File: config.mk
export PLATFORM = sky130hd
export DESIGN_NAME = video_dram_sched
export DESIGN_NICKNAME = d
export VERILOG_FILES = /design/src/rtl/video_dram_sched_pkg.sv /design/src/rtl/video_dram_refq.sv /design/src/rtl/video_dram_sched.sv
export SDC_FILE = /design/constraint.sdc
export NUM_CORES = 1
export LEC_CHECK = 0
export ABC_AREA = 1
export CORE_AREA = 3 3 50 70
export DETAILED_ROUTE_END_ITERATION = 8
export DIE_AREA = 0 0 53 73
export PLACE_DENSITY = 0.76
export SETUP_SLACK_MARGIN = 0.15
export SLEW_MARGIN = 40
export SYNTH_ARGS = -nofsm -noshare
export SYNTH_HDL_FRONTEND = slang
export SYNTH_SLANG_ARGS = --single-unit
File: constraint.sdc
create_clock -name clk -period 2.8 [get_ports clk]
set_clock_uncertainty 0.05 [all_clocks]
set_input_delay 0.42 -clock clk [delete_from_list [all_inputs] [get_ports clk]]
set_output_delay 0.42 -clock clk [all_outputs]
set_load 0.01 [all_outputs]
File: src/rtl/video_dram_sched_pkg.sv
// Shared definitions for the video DRAM slot scheduler: bandwidth encodings,
// refresh defaults and the slot-type constants seen by the DRAM controller.
package video_dram_sched_pkg;

  localparam int REFRESH_AGE_DEF  = 32;
  localparam int REF_PEND_MAX_DEF = 3;

  typedef enum logic [1:0] {
    VBW_QUARTER  = 2'b00,
    VBW_HALF     = 2'b01,
    VBW_FULL     = 2'b10,
    VBW_FULL_ALT = 2'b11
  } vbw_e;

  typedef enum logic [1:0] {
    SLOT_IDLE    = 2'd0,
    SLOT_VIDEO   = 2'd1,
    SLOT_CPU     = 2'd2,
    SLOT_REFRESH = 2'd3
  } slot_e;

  // True when a slot at phase ph may carry a video fetch in the given bandwidth mode.
  function automatic logic vbw_slot_ok(input logic [1:0] mode, input logic [1:0] ph);
    logic ok;
    case (vbw_e'(mode))
      VBW_QUARTER: ok = (ph == 2'd0);
      VBW_HALF:    ok = ~ph[0];
      default:     ok = 1'b1;
    endcase
    return ok;
  endfunction

endpackage

File: src/rtl/video_dram_refq.sv
// Refresh bookkeeping: pending-refresh count, wait-age with urgent flag, and the
// refresh row address that advances at the end of every refresh slot.
module video_dram_refq
  import video_dram_sched_pkg::*;
#(
  parameter int REFRESH_AGE  = REFRESH_AGE_DEF,
  parameter int REF_PEND_MAX = REF_PEND_MAX_DEF
) (
  input  logic       clk,
  input  logic       rst_n,
  input  logic       cend,
  input  logic       hsync_start,
  input  logic       ref_grant,
  input  logic       ref_slot_end,
  output logic       pend_nz,
  output logic       urgent,
  output logic [8:0] ref_row
);

  localparam int         AGE_W    = $clog2(REFRESH_AGE + 1);
  localparam logic [AGE_W-1:0] AGE_MAX  = AGE_W'(REFRESH_AGE);
  localparam logic [1:0] PEND_MAX = 2'(REF_PEND_MAX);

  logic [1:0]       ref_pend_r;
  logic [AGE_W-1:0] age_r;

  assign pend_nz = (ref_pend_r != 2'd0);
  assign urgent  = (age_r >= AGE_MAX);

  // Pending count, age and row address all advance only at DRAM cycle ends.
  always_ff @(posedge clk or negedge rst_n) begin
    if (!rst_n) begin
      ref_pend_r <= 2'd0;
      age_r      <= '0;
      ref_row    <= 9'd0;
    end else if (cend) begin
      case ({hsync_start, ref_grant})
        2'b10: if (ref_pend_r != PEND_MAX) ref_pend_r <= ref_pend_r + 2'd1;
        2'b01: if (ref_pend_r != 2'd0)     ref_pend_r <= ref_pend_r - 2'd1;
        default: ref_pend_r <= ref_pend_r;
      endcase
      if (ref_grant) begin
        age_r <= '0;
      end else if (pend_nz && (age_r != AGE_MAX)) begin
        age_r <= age_r + AGE_W'(1);
      end
      // The row in use during the slot just ending is retired here.
      if (ref_slot_end) begin
        ref_row <= ref_row + 9'd1;
      end
    end
  end

endmodule

File: src/rtl/video_dram_sched.sv
// Per-DRAM-cycle slot scheduler: fetch window, video phase and the
// video/refresh/CPU arbiter feeding the DRAM controller.
module video_dram_sched
  import video_dram_sched_pkg::*;
#(
  parameter int REFRESH_AGE  = REFRESH_AGE_DEF,
  parameter int REF_PEND_MAX = REF_PEND_MAX_DEF
) (
  input  logic       clk,
  input  logic       rst_n,
  input  logic       cend,
  input  logic       pre_cend,
  input  logic       fetch_start,
  input  logic       fetch_end,
  input  logic       hsync_start,
  input  logic       vpix,
  input  logic [1:0] mode_vbw,
  input  logic       cpu_req,
  output logic       go,
  output logic       slot_video,
  output logic       slot_cpu,
  output logic       slot_refresh,
  output logic       cpu_ack,
  output logic [8:0] ref_row,
  output logic [1:0] phase
);

  logic  start_s;
  logic  go_nxt_s;
  logic  [1:0] phase_nxt_s;
  logic  vslot_s;
  slot_e grant_s;
  logic  pend_nz_s;
  logic  urgent_s;
  logic  ref_grant_s;
  logic  unused_pre_cend;

  // Every decision is taken on cend itself, so the early strobe has no role here.
  assign unused_pre_cend = pre_cend;

  // Next window/phase state and the priority pick for the upcoming DRAM cycle.
  always_comb begin
    start_s     = fetch_start & vpix;
    go_nxt_s    = vpix & ~fetch_end & (fetch_start | go);
    phase_nxt_s = start_s ? 2'd0 : (phase + 2'd1);
    vslot_s     = go_nxt_s & vbw_slot_ok(mode_vbw, phase_nxt_s);
    grant_s     = SLOT_IDLE;
    if (vslot_s) begin
      grant_s = SLOT_VIDEO;
    end else if (urgent_s && pend_nz_s) begin
      grant_s = SLOT_REFRESH;
    end else if (cpu_req) begin
      grant_s = SLOT_CPU;
    end else if (pend_nz_s) begin
      grant_s = SLOT_REFRESH;
    end else begin
      grant_s = SLOT_IDLE;
    end
    ref_grant_s = cend & (grant_s == SLOT_REFRESH);
  end

  // Registered grants hold for a whole DRAM cycle; cpu_ack is a single-clk pulse.
  always_ff @(posedge clk or negedge rst_n) begin
    if (!rst_n) begin
      go           <= 1'b0;
      phase        <= 2'd0;
      slot_video   <= 1'b0;
      slot_cpu     <= 1'b0;
      slot_refresh <= 1'b0;
      cpu_ack      <= 1'b0;
    end else begin
      cpu_ack <= cend & (grant_s == SLOT_CPU);
      if (cend) begin
        go           <= go_nxt_s;
        phase        <= phase_nxt_s;
        slot_video   <= (grant_s == SLOT_VIDEO);
        slot_cpu     <= (grant_s == SLOT_CPU);
        slot_refresh <= (grant_s == SLOT_REFRESH);
      end
    end
  end

  video_dram_refq #(
    .REFRESH_AGE (REFRESH_AGE),
    .REF_PEND_MAX(REF_PEND_MAX)
  ) u_refq (
    .clk         (clk),
    .rst_n       (rst_n),
    .cend        (cend),
    .hsync_start (hsync_start),
    .ref_grant   (ref_grant_s),
    .ref_slot_end(slot_refresh),
    .pend_nz     (pend_nz_s),
    .urgent      (urgent_s),
    .ref_row     (ref_row)
  );

endmodule

==> impl_metrics.csv <==
group,metric,value,unit
sta,setup-violations-final,0,
sta,max_freq,527.9,MHz
cells_and_area,antenna_diode_instance_count,0,
floorplanning,die_w,53,µm
synth,synth_area_per_cell,9.141,µm²
critical_path,setup.worst_path.start_class,"input pin",
drt,drt_pass1_iterations,4,
drt,wirelength,2557,µm
synth,synth.net_count,158,
synth,yosysUniqueCellTypes,29,
placement,hpwlAfterDp,1976,µm
critical_path,crit_required,2.92,ns
cts,clkSlewWorstSetupHoldPaths,0.09,ns
cts,cts_buffer_depth,2,
cells_and_area,final_design_utilization,58.16,%
power,combinationalPowerShare,36.7,%
grt,globalRouteOverflowTotal,0,
drt,drc,0,
power,ir_worst_vdd,0.3722,mV
floorplanning,row_count,23,
cells_and_area,final_cell_mix,"sky130_fd_sc_hd__nand2_1, sky130_fd_sc_hd__clkdlybuf4s50_1, sky130_fd_sc_hd__dfrtp_1",
sta,timing_hold_violations_final,0,
flow_run,drv_cap,0,
cells_and_area,syn_to_final_growth,28.42,%
placement,placer_congestion,0.8663,
drt,met3WireLength,116,µm
floorplanning,floorplan.initialDensity,45.29,%
critical_path,reg2reg_depth,7,
grt,grt_antenna_before_repair,0,
run_status,outcome,"finished clean",
power,switching_share,35.77,%
cts,postCtsSetupRepairBufs,0,
grt,grt_first_pass_wirelength,4554,µm
cts,h-tree-depth,1,
placement,buffer_ports.inserted,25,
drt,metal1_wirelength,994,µm
power,p_seq_share,40.4,%
synth,flops_latches_synth,24,
sta,rsz_0062_raised_after_global_routing,"false",
power,leakage,0.0008802,µW
critical_path,regToRegSetupSlack,1.33,ns
floorplanning,core,2907,µm²
min_path,min_path_type,"flop to flop",
critical_path,critical_path.reg2reg.endpoint,"u_refq.age_r[0]",
critical_path,critPathLaunch,"cend",
critical_path,crit_path_max_fanout,11,
synth,synthCells,144,
floorplanning,floorplan.die_area,3869,µm²
grt,via_count_of_the_first_global_routing_pass,1097,
drt,met2_wirelength,1401,µm
sta,worst-slew-pin-transition,0.3249,ns
power,p_clk_share,23.0,%
cts,post_cts_resize_count,0,
cells_and_area,layout.cells.most_common,"sky130_fd_sc_hd__nand2_1",
power,cellInternalPower,849.2,µW
cts,clock_tree_from_tritoncts,"yes",
cts,cts_made_buffers,3,
synth,synth.yosys.seq_area_share,45.63,%
placement,dpl_cell_area,1619,µm²
floorplanning,chip_height,73,µm
cts,post_cts_hold_buffer_count,0,
cells_and_area,final_cell_area,1690,µm²
sta,final_worst_path_period_share,67.66,%
drt,via_cell_ratio,4.971,
min_path,min_from,"u_refq.ref_row[8]",
drt,detailedRoute.firstIterationViolations,17,
power,cellPowerDensity,782.1,nW/µm²
drt,maxUsedRoutingLayer,"met4",
cells_and_area,final_layout_size_suffix_gt1_share,15.03,%
drt,wl_per_cell,12.18,µm
floorplanning,ioPinCount,27,
drt,vias,1044,
drt,antenna_left,0,
critical_path,worst-setup-path-type,"input pin to flop",
cts,clk_root_buffer_cell,"sky130_fd_sc_hd__clkbuf_8",
sta,setup_total_negative_slack,0,ns
critical_path,critical_path.endpoint_type,"flop",
power,power.net_switching,472.9,µW
sta,period_minus_slack,1.894,ns
grt,global_route.usage.total,15.75,%
critical_path,setup.worst_path.end,"u_refq.ref_pend_r[0]",
sta,report.final.slew_viol_count,0,
critical_path,critical_path_arrival,2.01,ns
synth,yosysWarnings,0,
cts,clock-sinks,24,
critical_path,critical_path.reg2reg.startpoint,"u_refq.ref_pend_r[1]",
synth,synth.cell_area,1316,µm²
grt,grt_max_degree,25,
cells_and_area,final_nets,188,
sta,slew_headroom,78.32,%
cts,insertion_delay_to_the_later_sink_of_the_worst_skew_pair,0.27,ns
## per-stage QoR
stage	setup WS, ns	power [µW]	cells	hold WS [ns]
floorplan	1.473	837.2	144	0.07441
global placement	0.6480	995.5	206	0.4113
detailed placement	0.6157	1029	206	0.4388
CTS	0.9131	1334	210	0.4596
global route	0.8128	1423	210	0.4783
finish	0.9056	1322	210	0.4440
## synthesized netlist by cell type
cell | n | area share [%]
sky130_fd_sc_hd__a21oi_1 | 1 | 0.38
sky130_fd_sc_hd__a21oi_2 | 1 | 0.67
sky130_fd_sc_hd__a21oi_4 | 1 | 1.2
sky130_fd_sc_hd__a31oi_4 | 1 | 1.6
sky130_fd_sc_hd__buf_2 | 1 | 0.38
sky130_fd_sc_hd__clkbuf_1 | 1 | 0.28
sky130_fd_sc_hd__dfrtp_1 | 24 | 46
sky130_fd_sc_hd__ha_1 | 3 | 2.9
sky130_fd_sc_hd__inv_1 | 13 | 3.7
sky130_fd_sc_hd__inv_2 | 1 | 0.28
sky130_fd_sc_hd__inv_4 | 1 | 0.48
sky130_fd_sc_hd__nand2_1 | 41 | 12
sky130_fd_sc_hd__nand2_2 | 6 | 2.9
sky130_fd_sc_hd__nand2_4 | 1 | 0.86
sky130_fd_sc_hd__nand3_1 | 4 | 1.5
sky130_fd_sc_hd__nand3_2 | 1 | 0.76
sky130_fd_sc_hd__nand3_4 | 1 | 1.3
sky130_fd_sc_hd__nand3b_1 | 1 | 0.57
sky130_fd_sc_hd__nand3b_4 | 2 | 3.0
sky130_fd_sc_hd__nand4_1 | 8 | 3.8
sky130_fd_sc_hd__nand4_2 | 1 | 0.95
sky130_fd_sc_hd__nor2_1 | 10 | 2.9
sky130_fd_sc_hd__nor2_2 | 2 | 0.95
sky130_fd_sc_hd__nor3_1 | 1 | 0.38
sky130_fd_sc_hd__o21ai_0 | 3 | 1.1
sky130_fd_sc_hd__o21ai_4 | 1 | 1.2
sky130_fd_sc_hd__o31ai_1 | 1 | 0.57
sky130_fd_sc_hd__xnor2_1 | 6 | 4.0
sky130_fd_sc_hd__xor2_1 | 6 | 4.0
## worst min path at each step
stage	endpoint	slack, ns	cells past startpoint
global route	phase[0]	0.48	2
global placement	u_refq.ref_row[8]	0.41	1
detailed placement	slot_cpu	0.44	2
finish	u_refq.ref_row[8]	0.44	1
floorplan	cpu_ack	0.07	0
CTS	phase[0]	0.46	2
## layer usage
layer | GRT usage, % | vias to the layer above
met5 | 0 | -
met4 | 8.807 | 0
met3 | 3.067 | 5
met2 | 28.04 | 25
met1 | 16.78 | 495
li1 | - | 519
## worst max-delay path: stages
cell                              delay, ns
sky130_fd_sc_hd__clkdlybuf4s50_1       0.47
sky130_fd_sc_hd__buf_4                 0.19
sky130_fd_sc_hd__inv_1                 0.19
sky130_fd_sc_hd__nor2_2                0.24
sky130_fd_sc_hd__nand3_4               0.17
sky130_fd_sc_hd__nand2_2               0.11
sky130_fd_sc_hd__nand2_2               0.06
sky130_fd_sc_hd__nand3b_1              0.09
sky130_fd_sc_hd__nand2_1               0.06
## power groups by stage
stage / Combinational, µW / Clock, µW / Sequential [µW]
after CTS: 491 / 310 / 533
final: 485 / 304 / 534
after floorplan: 292 / 0 / 545
after global placement: 463 / 0 / 532
after detailed placement: 489 / 0 / 540
after global routing: 547 / 328 / 548
## final cells by class
class	instances	area [µm²]
fillers	254	1216
multi-input cells	103	648.1
flip-flops and latches	24	600.6
repair buffers	27	265.3
inverters	15	58.81
well taps	37	46.29
clock buffers	3	41.29
clock inverters	1	30.03
## kinds of logic after synthesis
logic type      count (synthesis)  share of synthesized area (%)
simple gates                   79                          31.56
flops                          24                          45.63
buf+inv                        17                          5.133
xor+xnor                       12                          7.985
compound gates                  9                          6.844
fa+ha+maj                       3                          2.852
## state kept, by name, summed over array words and instances (netlist names)
name / cells
u_refq.ref_row: 9
u_refq.age_r: 6
phase: 2
u_refq.ref_pend_r: 2
cpu_ack: 1
go: 1
slot_cpu: 1
slot_refresh: 1
slot_video: 1
Power figures use the tool's default switching activity.
